==> src/rtl/bool_tt_pkg.sv <==
// Shared encodings for the truth-table sweeper: function selects and FSM states.
package bool_tt_pkg;

  localparam logic [1:0] MODE_NANDN = 2'd0;  // (~&x[N-1:1]) & ~x[0]
  localparam logic [1:0] MODE_NOR   = 2'd1;  // NOR of all bits
  localparam logic [1:0] MODE_PAR   = 2'd2;  // XOR parity
  localparam logic [1:0] MODE_MAJ   = 2'd3;  // popcount > N/2

  typedef enum logic [1:0] {
    S_IDLE  = 2'd0,
    S_SWEEP = 2'd1,
    S_DONE  = 2'd2
  } state_t;

endpackage

==> src/rtl/bool_fn.sv <==
// Combinational evaluator for the selectable boolean function of an N_IN-bit vector.
module bool_fn
  import bool_tt_pkg::*;
#(
  parameter int N_IN = 3
) (
  input  logic [N_IN-1:0] x,
  input  logic [1:0]      mode,
  output logic            f
);

  logic       hi_and;
  logic [3:0] pop;

  // AND of the upper bits and population count. With a single input the upper
  // AND is empty; seeding it with 0 makes mode 0 collapse to ~x[0].
  always_comb begin
    hi_and = (N_IN > 1);
    pop    = '0;
    for (int i = 0; i < N_IN; i++) begin
      pop = pop + {3'b000, x[i]};
      if (i > 0) hi_and = hi_and & x[i];
    end
  end

  // Function select.
  always_comb begin
    f = 1'b0;
    case (mode)
      MODE_NANDN: f = ~hi_and & ~x[0];
      MODE_NOR:   f = ~|x;
      MODE_PAR:   f = ^x;
      MODE_MAJ:   f = (pop > 4'(N_IN / 2));
      default:    f = 1'b0;
    endcase
  end

endmodule

==> src/rtl/bool_tt_sweep.sv <==
// Sweeps every input combination through bool_fn, capturing the truth table
// and counting true minterms.
//
//   state   | meaning
//   S_IDLE  | waiting for start; tt/ones_cnt hold the last result
//   S_SWEEP | writing tt[idx] each cycle, idx 0..TT_W-1
//   S_DONE  | one-cycle completion pulse, then back to idle
module bool_tt_sweep
  import bool_tt_pkg::*;
#(
  parameter  int N_IN = 3,
  localparam int TT_W = 2 ** N_IN
) (
  input  logic            clk,
  input  logic            rst_n,
  input  logic            start,
  input  logic [1:0]      mode,
  output logic            busy,
  output logic            done,
  output logic [N_IN-1:0] x_out,
  output logic            f_out,
  output logic [TT_W-1:0] tt,
  output logic [N_IN:0]   ones_cnt
);

  state_t          state;
  logic [N_IN-1:0] idx;
  logic [1:0]      mode_q;
  logic            f_eval;

  bool_fn #(.N_IN(N_IN)) u_fn (
    .x    (idx),
    .mode (mode_q),
    .f    (f_eval)
  );

  assign x_out = idx;
  assign f_out = f_eval;

  // Sweep controller with registered Moore outputs busy/done.
  always_ff @(posedge clk or negedge rst_n) begin
    if (!rst_n) begin
      state    <= S_IDLE;
      idx      <= '0;
      mode_q   <= MODE_NANDN;
      tt       <= '0;
      ones_cnt <= '0;
      busy     <= 1'b0;
      done     <= 1'b0;
    end else begin
      case (state)
        S_IDLE: begin
          if (start) begin
            state    <= S_SWEEP;
            busy     <= 1'b1;
            idx      <= '0;
            tt       <= '0;
            ones_cnt <= '0;
            mode_q   <= mode;
          end
        end
        S_SWEEP: begin
          tt[idx]  <= f_eval;
          ones_cnt <= ones_cnt + {{N_IN{1'b0}}, f_eval};
          if (idx == '1) begin
            // idx stays at the last entry so it never wraps within a sweep
            state <= S_DONE;
            busy  <= 1'b0;
            done  <= 1'b1;
          end else begin
            idx <= idx + 1'b1;
          end
        end
        S_DONE: begin
          state <= S_IDLE;
          done  <= 1'b0;
        end
        default: begin
          state <= S_IDLE;
          busy  <= 1'b0;
          done  <= 1'b0;
        end
      endcase
    end
  end

endmodule

==> config.mk <==
export PLATFORM = sky130hd
export DESIGN_NAME = bool_tt_sweep
export DESIGN_NICKNAME = d
export VERILOG_FILES = /design/src/rtl/bool_tt_pkg.sv /design/src/rtl/bool_fn.sv /design/src/rtl/bool_tt_sweep.sv
export SDC_FILE = /design/constraint.sdc
export NUM_CORES = 1
export LEC_CHECK = 0
export BUFFER_PORTS_ARGS = -buffer_cell sky130_fd_sc_hd__buf_2
export CAP_MARGIN = 20
export CORE_MARGIN = 5
export CORE_UTILIZATION = 47
export DETAILED_ROUTE_END_ITERATION = 16
export HOLD_SLACK_MARGIN = 0.05
export PLACE_DENSITY = 0.75
export SKIP_LAST_GASP = 1
export SYNTH_ARGS = -nofsm -noshare
export SYNTH_HDL_FRONTEND = slang
export SYNTH_SLANG_ARGS = --single-unit
export TNS_END_PERCENT = 100
==> constraint.sdc <==
create_clock -name clk -period 2.29 [get_ports clk]
set_clock_uncertainty 0.15 [all_clocks]
set_input_delay 0 -clock clk [delete_from_list [all_inputs] [get_ports clk]]
set_output_delay 0 -clock clk [all_outputs]
set_load 0.005 [all_outputs]
# [Word-level counts from Yosys, hierarchy flattened]
# Index checks and enable logic that the tools add are counted.
[classes] n_addsub=4 n_lt_le_gt_ge=3 n_eq_ne=9 mux=19 n_bitwise=6 n_reduce_logical=13
[ops] op="8-bit case mux with 2 select lines" count=1
[ops] op="4-bit by 1-bit adder with 4-bit output" count=2
[ops] op="8-bit bitwise mux" count=1
[ops] op="8-bit 2-to-1 mux" count=1
[ops] op="4-bit case mux with 2 select lines" count=1
[ops] op="2-bit AND reduction" count=4
[ops] op="2-bit equality test, second input constant" count=3
[ops] op="3-bit 2-to-1 mux" count=2
[ops] op="2-bit inequality test, second input constant" count=3
[ops] op="3-bit case mux with 2 select lines" count=1
[ops] op="3-bit AND reduction" count=2
[ops] op="2-bit by 1-bit equality test with 1-bit output, second input constant" count=2
[ops] op="4-bit by 1-bit > comparator with 1-bit output, second input constant" count=1
[ops] op="2-bit logical NOT" count=2
[ops] op="3-bit by 4-bit < comparator with 1-bit output, second input constant" count=1
[ops] op="1-bit 2-to-1 mux" count=4
[ops] op="2-bit 2-to-1 mux" count=2
[ops] op="4-bit 2-to-1 mux" count=1
[ops] op="1-bit inverter" count=4
[ops] op="1-bit case mux with 4 select lines" count=1
[ops] op="2-bit case mux with 2 select lines" count=1
[ops] op="3-bit by 1-bit adder with 3-bit output, second input constant" count=1
[ops] op="1-bit demux with 3-bit select" count=1
[ops] op="3-bit equality test, second input constant" count=1
[ops] op="10 further kinds" count=11
[totals] ff_bits=21 elab_cells=61

# [Logic depth before layout (Yosys ltp)]
# Gate-level depths: netlist of run 1.
[depth] ltp_word=6 mapped_depth=11 ltp_nobuf=10

# [By module]
# From an unflattened synthesis of run 1, not the netlist that was laid out.
[hier_totals] hier_cells=95 area_unflattened_um2=1087.3
[modules_own_cells] module="bool_tt_sweep" n_inst=1 cells_per_inst=84 area_each_um2=1006.0 seq_area_each_um2=525.5
[modules_own_cells] module="bool_fn" n_inst=1 cells_per_inst=11 area_each_um2=81.3 seq_area_each_um2=0.0

# [Least setup slack after synthesis of run 1]
# Ideal clock, no wire load.
[synth_timing] path_kind="reg2reg" start="reg idx[0] (netlist: x_out[0])" end="reg ones_cnt[3]" t_arrival_ps=2186 slack_ps=-167 path_stages_with_launch=9 period_less_slack_ps=2457 path_cell_list="dfrtp_1 -> fa_1 -> mux2i_1 -> a22o_1 -> nor2_1 -> ha_1 -> nand3_1 -> mux2_2 -> a22o_1"
[synth_between] elab_chain_cells=6
[synth_lines] element="from (decl)" line="bool_tt_sweep.sv:27" rtl="logic [N_IN-1:0] idx;"
[synth_lines] element="from (signal assigned)" line="bool_tt_sweep.sv:71" rtl="idx <= idx + 1'b1;"
[synth_lines] element="1-bit by 1-bit adder with 2-bit output" line="bool_fn.sv:21" rtl="pop = pop + {3'b000, x[i]};"
[synth_lines] element="4-bit by 1-bit adder with 4-bit output" line="bool_fn.sv:21"
[synth_lines] element="4-bit by 1-bit > comparator with 1-bit output" line="bool_fn.sv:33" rtl="MODE_MAJ: f = (pop > 4'(N_IN / 2));"
[synth_lines] element="1-bit case mux with 4 select lines (*)" line="bool_fn.sv:29" rtl="case (mode)"
[synth_lines] element="named net f_out" line="bool_tt_sweep.sv:21" rtl="output logic f_out,"
[synth_lines] element="4-bit by 1-bit adder with 4-bit output (*)" line="bool_tt_sweep.sv:64" rtl="ones_cnt <= ones_cnt + {{N_IN{1'b0}}, f_eval};"
[synth_lines] element="4-bit case mux with 2 select lines (*)" line="bool_tt_sweep.sv:51" rtl="case (state)"
[synth_lines] element="to (signal assigned)" line="bool_tt_sweep.sv:64"
[synth_lines] element="to (decl)" line="bool_tt_sweep.sv:23" rtl="output logic [N_IN:0] ones_cnt"
# The timed path passes the listed nets; every way through them passes the cells marked *.
# A chain may end at the register's enable or synchronous reset.

# [Worst setup path in the final report of run 1]
[layout_timing] start="reg idx[1] (netlist: x_out[1])" end="reg ones_cnt[2]"
[layout_between] elab_chain_cells=6
[layout_lines] element="1-bit by 1-bit adder with 2-bit output or 1-bit bitwise AND (tied branches)" line="bool_fn.sv:21, bool_fn.sv:22"
[layout_lines] element="4-bit by 1-bit adder with 4-bit output or 1-bit inverter (tied branches)" line="bool_fn.sv:21, bool_fn.sv:30"
[layout_lines] element="4-bit by 1-bit > comparator with 1-bit output or 1-bit bitwise AND (tied branches)" line="bool_fn.sv:33, bool_fn.sv:30"
[layout_lines] element="1-bit case mux with 4 select lines (*)" line="bool_fn.sv:29"
[layout_lines] element="4-bit by 1-bit adder with 4-bit output (*)" line="bool_tt_sweep.sv:64"
[layout_lines] element="4-bit case mux with 2 select lines (*)" line="bool_tt_sweep.sv:51"
# Every way passes the cells marked *; elsewhere a longest branch is shown, timed or not.

==> qor.yml, run 1 <==
portBuffers: 22
status: "finished with violations"
endpoint_kind: "register"
fp.dieW_microns: 58.46
fin_ws_ns: -0.1106
cts_tree: "built"
p_sw_share_pct: 40.75
grt_max_degree: 22
synth_top_cell_area_share_pct: 47.62
core_area_sq_um: 2233
worstHoldStart: "mode[0]"
final_area_sq_um: 1361
antenna_found_initial: 0
drcViolationCount: 0
finalHoldViolations: 0
areaGrowthSynthToFinish_pct: 23.36
cts.sinks: 21
totalWireLength_mm: 2.424
clkPwrFrac_pct: 8.2
start_kind: "register"
yosysSeqAreaShare_pct: 47.62
synth.avg_cell_area_sq_um: 11.74
nets: 139
slew_violations: 0
place_hpwl_mm: 1.766
yosysUniqueCellTypes: 30
p_seq_share_pct: 33.3
ys_warn_count: 0
nFillCells: 188
cap_violations: 0
hold_slack_ns: 0.3035
wire_per_inst_microns: 15.64
dpl_cell_area_sq_um: 1257
route.vias.total: 868
syn_nets: 105
violations: "setup timing"
rsz0062_at_grt: "true"
gp_congestion: 0.8119
ant_nets: 0
reg2regPathDepth: 10
start_util_pct: 49.41
critPathArrivalTime_ns: 2.45
n_antenna_cell: 0
h-tree-depth: 1
post-route-period-util_pct: 104.8
die_h_microns: 58.46
internal_power_mw: 1.285
cp_data_required_time_ns: 2.34
slew_headroom_pct: 37.44
synth_seq_cells: 21
clock-root-buffer: "clkbuf_4"
total_power_mw: 2.169
critical_path.startpoint: "x_out[1]$_DFFE_PN0P_"
powerDensity_nw_per_um2: 1594
grt_usage_pct: 16.02
clock_path_buffers: 2
grt_pass1_wl_mm: 4.174
drive_above_1_share_pct: 35.43
min_path_cells: 3
drt-initial-drc-count: 4
routed_via_density: 5.600
num_rows: 17
min_period_ns: 2.401
ir_drop_v: 0.0007692
path_class: "register to register"
syn_inst: 94
p_sw_mw: 0.8840
grt_pass1_vias: 889
worstHoldPathType: "input pin to register"
finalSetupViolations: 3
leakagePower_nw: 0.6874
dieArea_sq_um: 3417
num_io_pins: 23
dr.pass1.iters: 6
synth_area_leaders: "dfrtp_1 (48%), mux2i_1 (6.3%), ha_1 (5.7%)"
max_freq_mhz: 416.6
worst_slew_pin_slew_ns: 0.9354
yosysTopAreaCell: "dfrtp_1"
syn_area_sq_um: 1104
gr-total-overflow: 0
cts_buffers: 3
worstPathMaxFanout: 2
clk_latency_ns: 0.31
reg2reg_from: "x_out[1]$_DFFE_PN0P_"
pwr-share-comb_pct: 58.4
clk_pin_slew_worst_paths_ns: 0.12
-- critical path, stage by stage, from the launching register on --
cell	delay (ns)
dfrtp_1	0.43
fa_1	0.49
mux2i_1	0.19
a22o_1	0.20
nor2_2	0.05
ha_2	0.19
buf_4	0.13
ha_4	0.15
nand2b_1	0.06
mux2i_1	0.07
a22o_1	0.19
-- power groups by stage --
stage	Clock, mW	Sequential [mW]	Combinational (mW)
finish	0.178	0.723	1.27
global route	0.205	0.753	1.41
CTS	0.186	0.717	1.24
detailed placement	0	0.723	1.21
global placement	0	0.706	1.15
floorplan	0	0.711	0.768
-- cell usage in the layout, fill, tap and decap left out, types with 3 or more instances in the layout --
| cell type | netlist | routed |
|---|---|---|
| mux2_4 | 3 | 3 |
| dlygate4sd3_1 | 0 | 5 |
| nand2_1 | 6 | 6 |
| inv_1 | 5 | 5 |
| a22o_1 | 5 | 5 |
| nand3_1 | 6 | 6 |
| o41ai_1 | 3 | 3 |
| buf_2 | 1 | 21 |
| clkbuf_4 | 0 | 3 |
| dfrtp_1 | 21 | 20 |
| o311ai_0 | 3 | 3 |
| mux2i_1 | 7 | 7 |
| buf_4 | 0 | 7 |
| ha_1 | 5 | 3 |
-- Yosys cell counts --
cell type,number
o21ai_0,2
nor3b_2,1
fa_1,1
a21oi_2,1
mux2_2,2
nand3b_1,2
nor2_1,3
mux2_4,3
nor2b_1,2
a21oi_1,2
nand2b_1,2
or3b_1,1
nand2_1,6
clkbuf_1,1
ha_1,5
dfrtp_1,21
a211oi_1,1
a22o_1,5
o41ai_1,3
and2_1,1
o311ai_0,3
mux2i_1,7
buf_2,1
buf_6,3
o21bai_2,1
nand4_1,1
o31ai_1,1
nand3_1,6
o211ai_1,1
inv_1,5
-- state kept, by name (all words and copies together) (netlist names) --
name,flops
tt,8
ones_cnt,4
x_out,3
mode_q,2
state,2
busy,1
done,1
-- path summary, 6_finish.rpt --
check | to | slack, ns
worst max-delay path | ones_cnt[2]$_DFFE_PN0P_ | -0.11
worst min-delay path | mode_q[0]$_DFFE_PN0P_ | 0.30
worst max register to register | ones_cnt[2]$_DFFE_PN0P_ | -0.11
worst min register to register | done$_DFFE_PN0P_ | 0.37
max in group asynchronous | x_out[0]$_DFFE_PN0P_ | 0.63
min in group asynchronous | mode_q[1]$_DFFE_PN0P_ | 0.74
-- area by class of cell --
cell class              instances  area [sq um]  area share, %
flip-flops and latches         21         526.8          38.69
inverters                       5         18.77          1.379
clock inverters                 1         5.005         0.3676
clock buffers                   3         22.52          1.654
repair buffers                 34         219.0          16.08
well taps                      28         35.03          2.574
multi-input cells              63         534.3          39.25
-- what timing repair did --
item | CTS | global route
pin swaps | 0 | 0
hold buffers | 5 | 0
resized for setup | 0 | 3
setup buffers | 1 | 1
endpoints found under the setup margin | 2 | 4
endpoints found under the hold margin | 29 | 0
-- routing by layer --
layer | up-vias | global-route usage, % | part of all wire (%)
met5 | - | 0 | 0
met2 | 28 | 26.00 | 48
met4 | 0 | 7.285 | 2.4
met3 | 7 | 2.632 | 5.5
met1 | 423 | 20.86 | 44
li1 | 410 | - | -
-- metrics by stage --
stage               setup TNS (ns)  setup WS [ns]  std cells  utilization, %
floorplan                 -0.06087       -0.06087         94               -
global placement          -0.01088       -0.01088        145           56.30
detailed placement         -0.1262        -0.1197        145           56.30
CTS                        -0.1315        -0.1134        155           60.11
global route               -0.6180        -0.2329        155           60.95
finish                     -0.2582        -0.1106        155           60.95
-- cell families (layout without fill, tap and decap cells) --
group                    count (synthesis)  in the layout  synth area share, %
adder cells (fa/ha/maj)                  6              6                7.483
flip-flops                              21             21                47.62
AND/OR/NAND/NOR                         25             25                12.47
buffers and inverters                   10             43                5.555
AO/OA/AOI/OAI                           20             20                14.40
multiplexers                            12             12                12.47
No activity file was read; power rests on OpenSTA's default activity.
==> inputs of run 2 (changes only) <==
--- a/config.mk
+++ b/config.mk
@@ -5,6 +5,7 @@
 export SDC_FILE = /design/constraint.sdc
 export NUM_CORES = 1
 export LEC_CHECK = 0
+export ABC_AREA = 1
 export BUFFER_PORTS_ARGS = -buffer_cell sky130_fd_sc_hd__buf_2
 export CAP_MARGIN = 20
 export CORE_MARGIN = 5
==> run 2 against run 1 <==
The flow now finishes without violations. Clock-buffer cell count rose by 1. Wire length fell by 1.6%. Worst hold slack improved by 0.050 ns. Sequential power fell by 9.8%. Largest power group unchanged. Die area rose by 0.29%. Synthesized cell count rose by 41%. Highest routed layer unchanged. Register-to-register slack improved by 0.18 ns. Via count rose by 18%. Combinational power fell by 12%. Critical endpoint unchanged.
==> qor.yml, run 2 <==
clock_path_buffers: 2  # unchanged
min_period_ns: 2.219  # -0.1819 ns
max_freq_mhz: 450.7  # +8.2%
grt_usage_pct: 15.84  # -0.18 points
start_kind: "register"
post-synth-top-count-cell: "nand2_1"
total_power_mw: 1.953  # -10%
totalWireLength_mm: 2.385  # -1.6%
num_io_pins: 23  # unchanged
status: "complete, no violations"
endpoint_kind: "register"
worstHoldPathType: "register to register"
wire_per_inst_microns: 11.98  # -23%
clock-root-buffer: "clkbuf_4"
layout_commonest_cell: "nand2_1"
cts.sinks: 21  # unchanged
routed_via_density: 5.156  # -7.9%
largest_register_ffs: 8  # unchanged
finalSetupViolations: 0  # -3
grt_max_degree: 22  # unchanged
nets: 183  # +32%
fp.dieW_microns: 58.54  # +0.15%
dieArea_sq_um: 3427  # +0.29%
synth_edf_count: 0  # unchanged
syn_nets: 144  # +37%
synth_async_sr_flop_share_pct: 100.0  # unchanged
syn_area_sq_um: 1107  # +0.34%
fin_ws_ns: 0.07124  # +0.1819 ns
synth_area_leaders: "dfrtp_1 (47%), nand2_1 (11%), nand3_1 (9.0%)"
worstPathMaxFanout: 3  # +1
synth.avg_cell_area_sq_um: 8.326  # -29%
core_area_sq_um: 2233  # unchanged
route.vias.total: 1026  # +18%
antenna_found_initial: 0  # unchanged
powerDensity_nw_per_um2: 1384  # -13%
hold_slack_ns: 0.3532  # +0.04975 ns
ant_nets: 0  # unchanged
h-tree-depth: 1  # unchanged
yosysSeqAreaShare_pct: 47.46  # -0.16 points
leakagePower_nw: 0.7610  # +11%
synth_seq_cells: 21  # unchanged
rsz0062_at_grt: "false"
dpl_cell_area_sq_um: 1308  # +4.0%
cts_tree: "built"
setup_tns_ns: 0  # +0.2582 ns
drive_above_1_share_pct: 25.15  # -10 points
cp_data_required_time_ns: 2.35  # about the same
synthFlopType: "dfrtp_1"
synth_common_cells: "nand2_1 (32), dfrtp_1 (21), nand3_1 (20)"
mostFrequentLayoutCells: "nand2_1 (32), buf_2 (22), dfrtp_1 (20)"
ir_drop_v: 0.0007700  # +0.10%
slew_headroom_pct: 35.70  # -1.7 points
grt_pass1_wl_mm: 4.271  # +2.3%
cts_buffers: 3  # unchanged
portBuffers: 22  # unchanged
critPathArrivalTime_ns: 2.27  # -0.18 ns
worst_slew_pin_slew_ns: 0.9613  # +0.02595 ns
yosysUniqueCellTypes: 19  # -37%
path_class: "register to register"
pre_cts_ws_ns: 0.07865  # +0.1983 ns
post-route-period-util_pct: 96.89  # -7.9 points
drt-initial-drc-count: 29  # +25
n_antenna_cell: 0  # unchanged
place_hpwl_mm: 1.780  # +0.79%
clk_pin_slew_worst_paths_ns: 0.12  # about the same
die_h_microns: 58.54  # +0.15%
slew_violations: 0  # unchanged
finalHoldViolations: 0  # unchanged
gr-total-overflow: 0  # unchanged
ys_warn_count: 0  # unchanged
start_util_pct: 49.58  # +0.17 points
gp_congestion: 0.8504  # +4.7%
final_area_sq_um: 1411  # +3.7%
clk_latency_ns: 0.31  # about the same
syn_inst: 133  # +41%
drcViolationCount: 0  # unchanged
grt_pass1_vias: 1020  # +15%
cap_violations: 0  # unchanged
areaGrowthSynthToFinish_pct: 27.46
yosysTopAreaCell: "dfrtp_1"
synth_top_cell_area_share_pct: 47.46  # -0.16 points
largest_register: "tt"
final_cells: 199  # +28%
num_rows: 17  # unchanged
place_inst: 188  # +30%
fin_util_pct: 63.19  # +2.2 points
dr.pass1.iters: 4  # -2
==> run 2: cell families after synthesis <==
family | synth area share, %
flops | 47.46
fa+ha+maj | 7.458
buf+inv | 7.683
simple gates | 34.69
compound gates | 2.711
==> run 2: final timing paths <==
check	start	end	slack, ns	cells after the start
min in group asynchronous	rst_n	tt[2]$_DFFE_PN0P_	0.74	3
hold / removal	busy$_DFFE_PN0P_	busy$_DFFE_PN0P_	0.35	2
max in group asynchronous	rst_n	x_out[1]$_DFFE_PN0P_	0.61	3
setup reg to reg	x_out[1]$_DFFE_PN0P_	ones_cnt[2]$_DFFE_PN0P_	0.07	9
setup / recovery	x_out[1]$_DFFE_PN0P_	ones_cnt[2]$_DFFE_PN0P_	0.07	9
hold reg to reg	busy$_DFFE_PN0P_	busy$_DFFE_PN0P_	0.35	2
==> run 2: what timing repair did <==
item / CTS / global route
buffers inserted: 0 / 0
hold buffers: 7 / 0
endpoints found under the setup margin: 0 / 1
hold endpoints to repair: 32 / 0
gates resized for setup: 0 / 2
==> run 2: final cells by class <==
type,instances,area [sq um]
multi-input combinational,92,526.8
tap,28,35.03
fill,200,822.0
clock buffer,4,26.28
inverter,19,71.32
timing repair buffer,35,225.2
sequential,21,526.8
==> run 2: critical path, stage by stage, from the launching register on <==
cell	delay, ns
dfrtp_2	0.44
fa_1	0.46
nand2_1	0.09
nand3_2	0.07
and3_4	0.16
ha_4	0.16
ha_2	0.16
or2_2	0.30
nand3_2	0.07
nand2_1	0.06
==> run 2: layer usage <==
layer  global-route usage (%)  routed length, microns  vias to the layer above
met1                    19.89                    1087                      480
met5                        0                       0                        -
met3                    2.193                     112                        6
met4                    7.616                      45                        0
li1                         -                       -                      512
met2                    26.63                    1140                       28
==> run 2: where the power goes <==
group          switching, mW  internal (mW)  total [mW]
clock                  0.116         0.0680       0.184
sequential             0.121          0.531       0.652
combinational          0.629          0.488        1.12
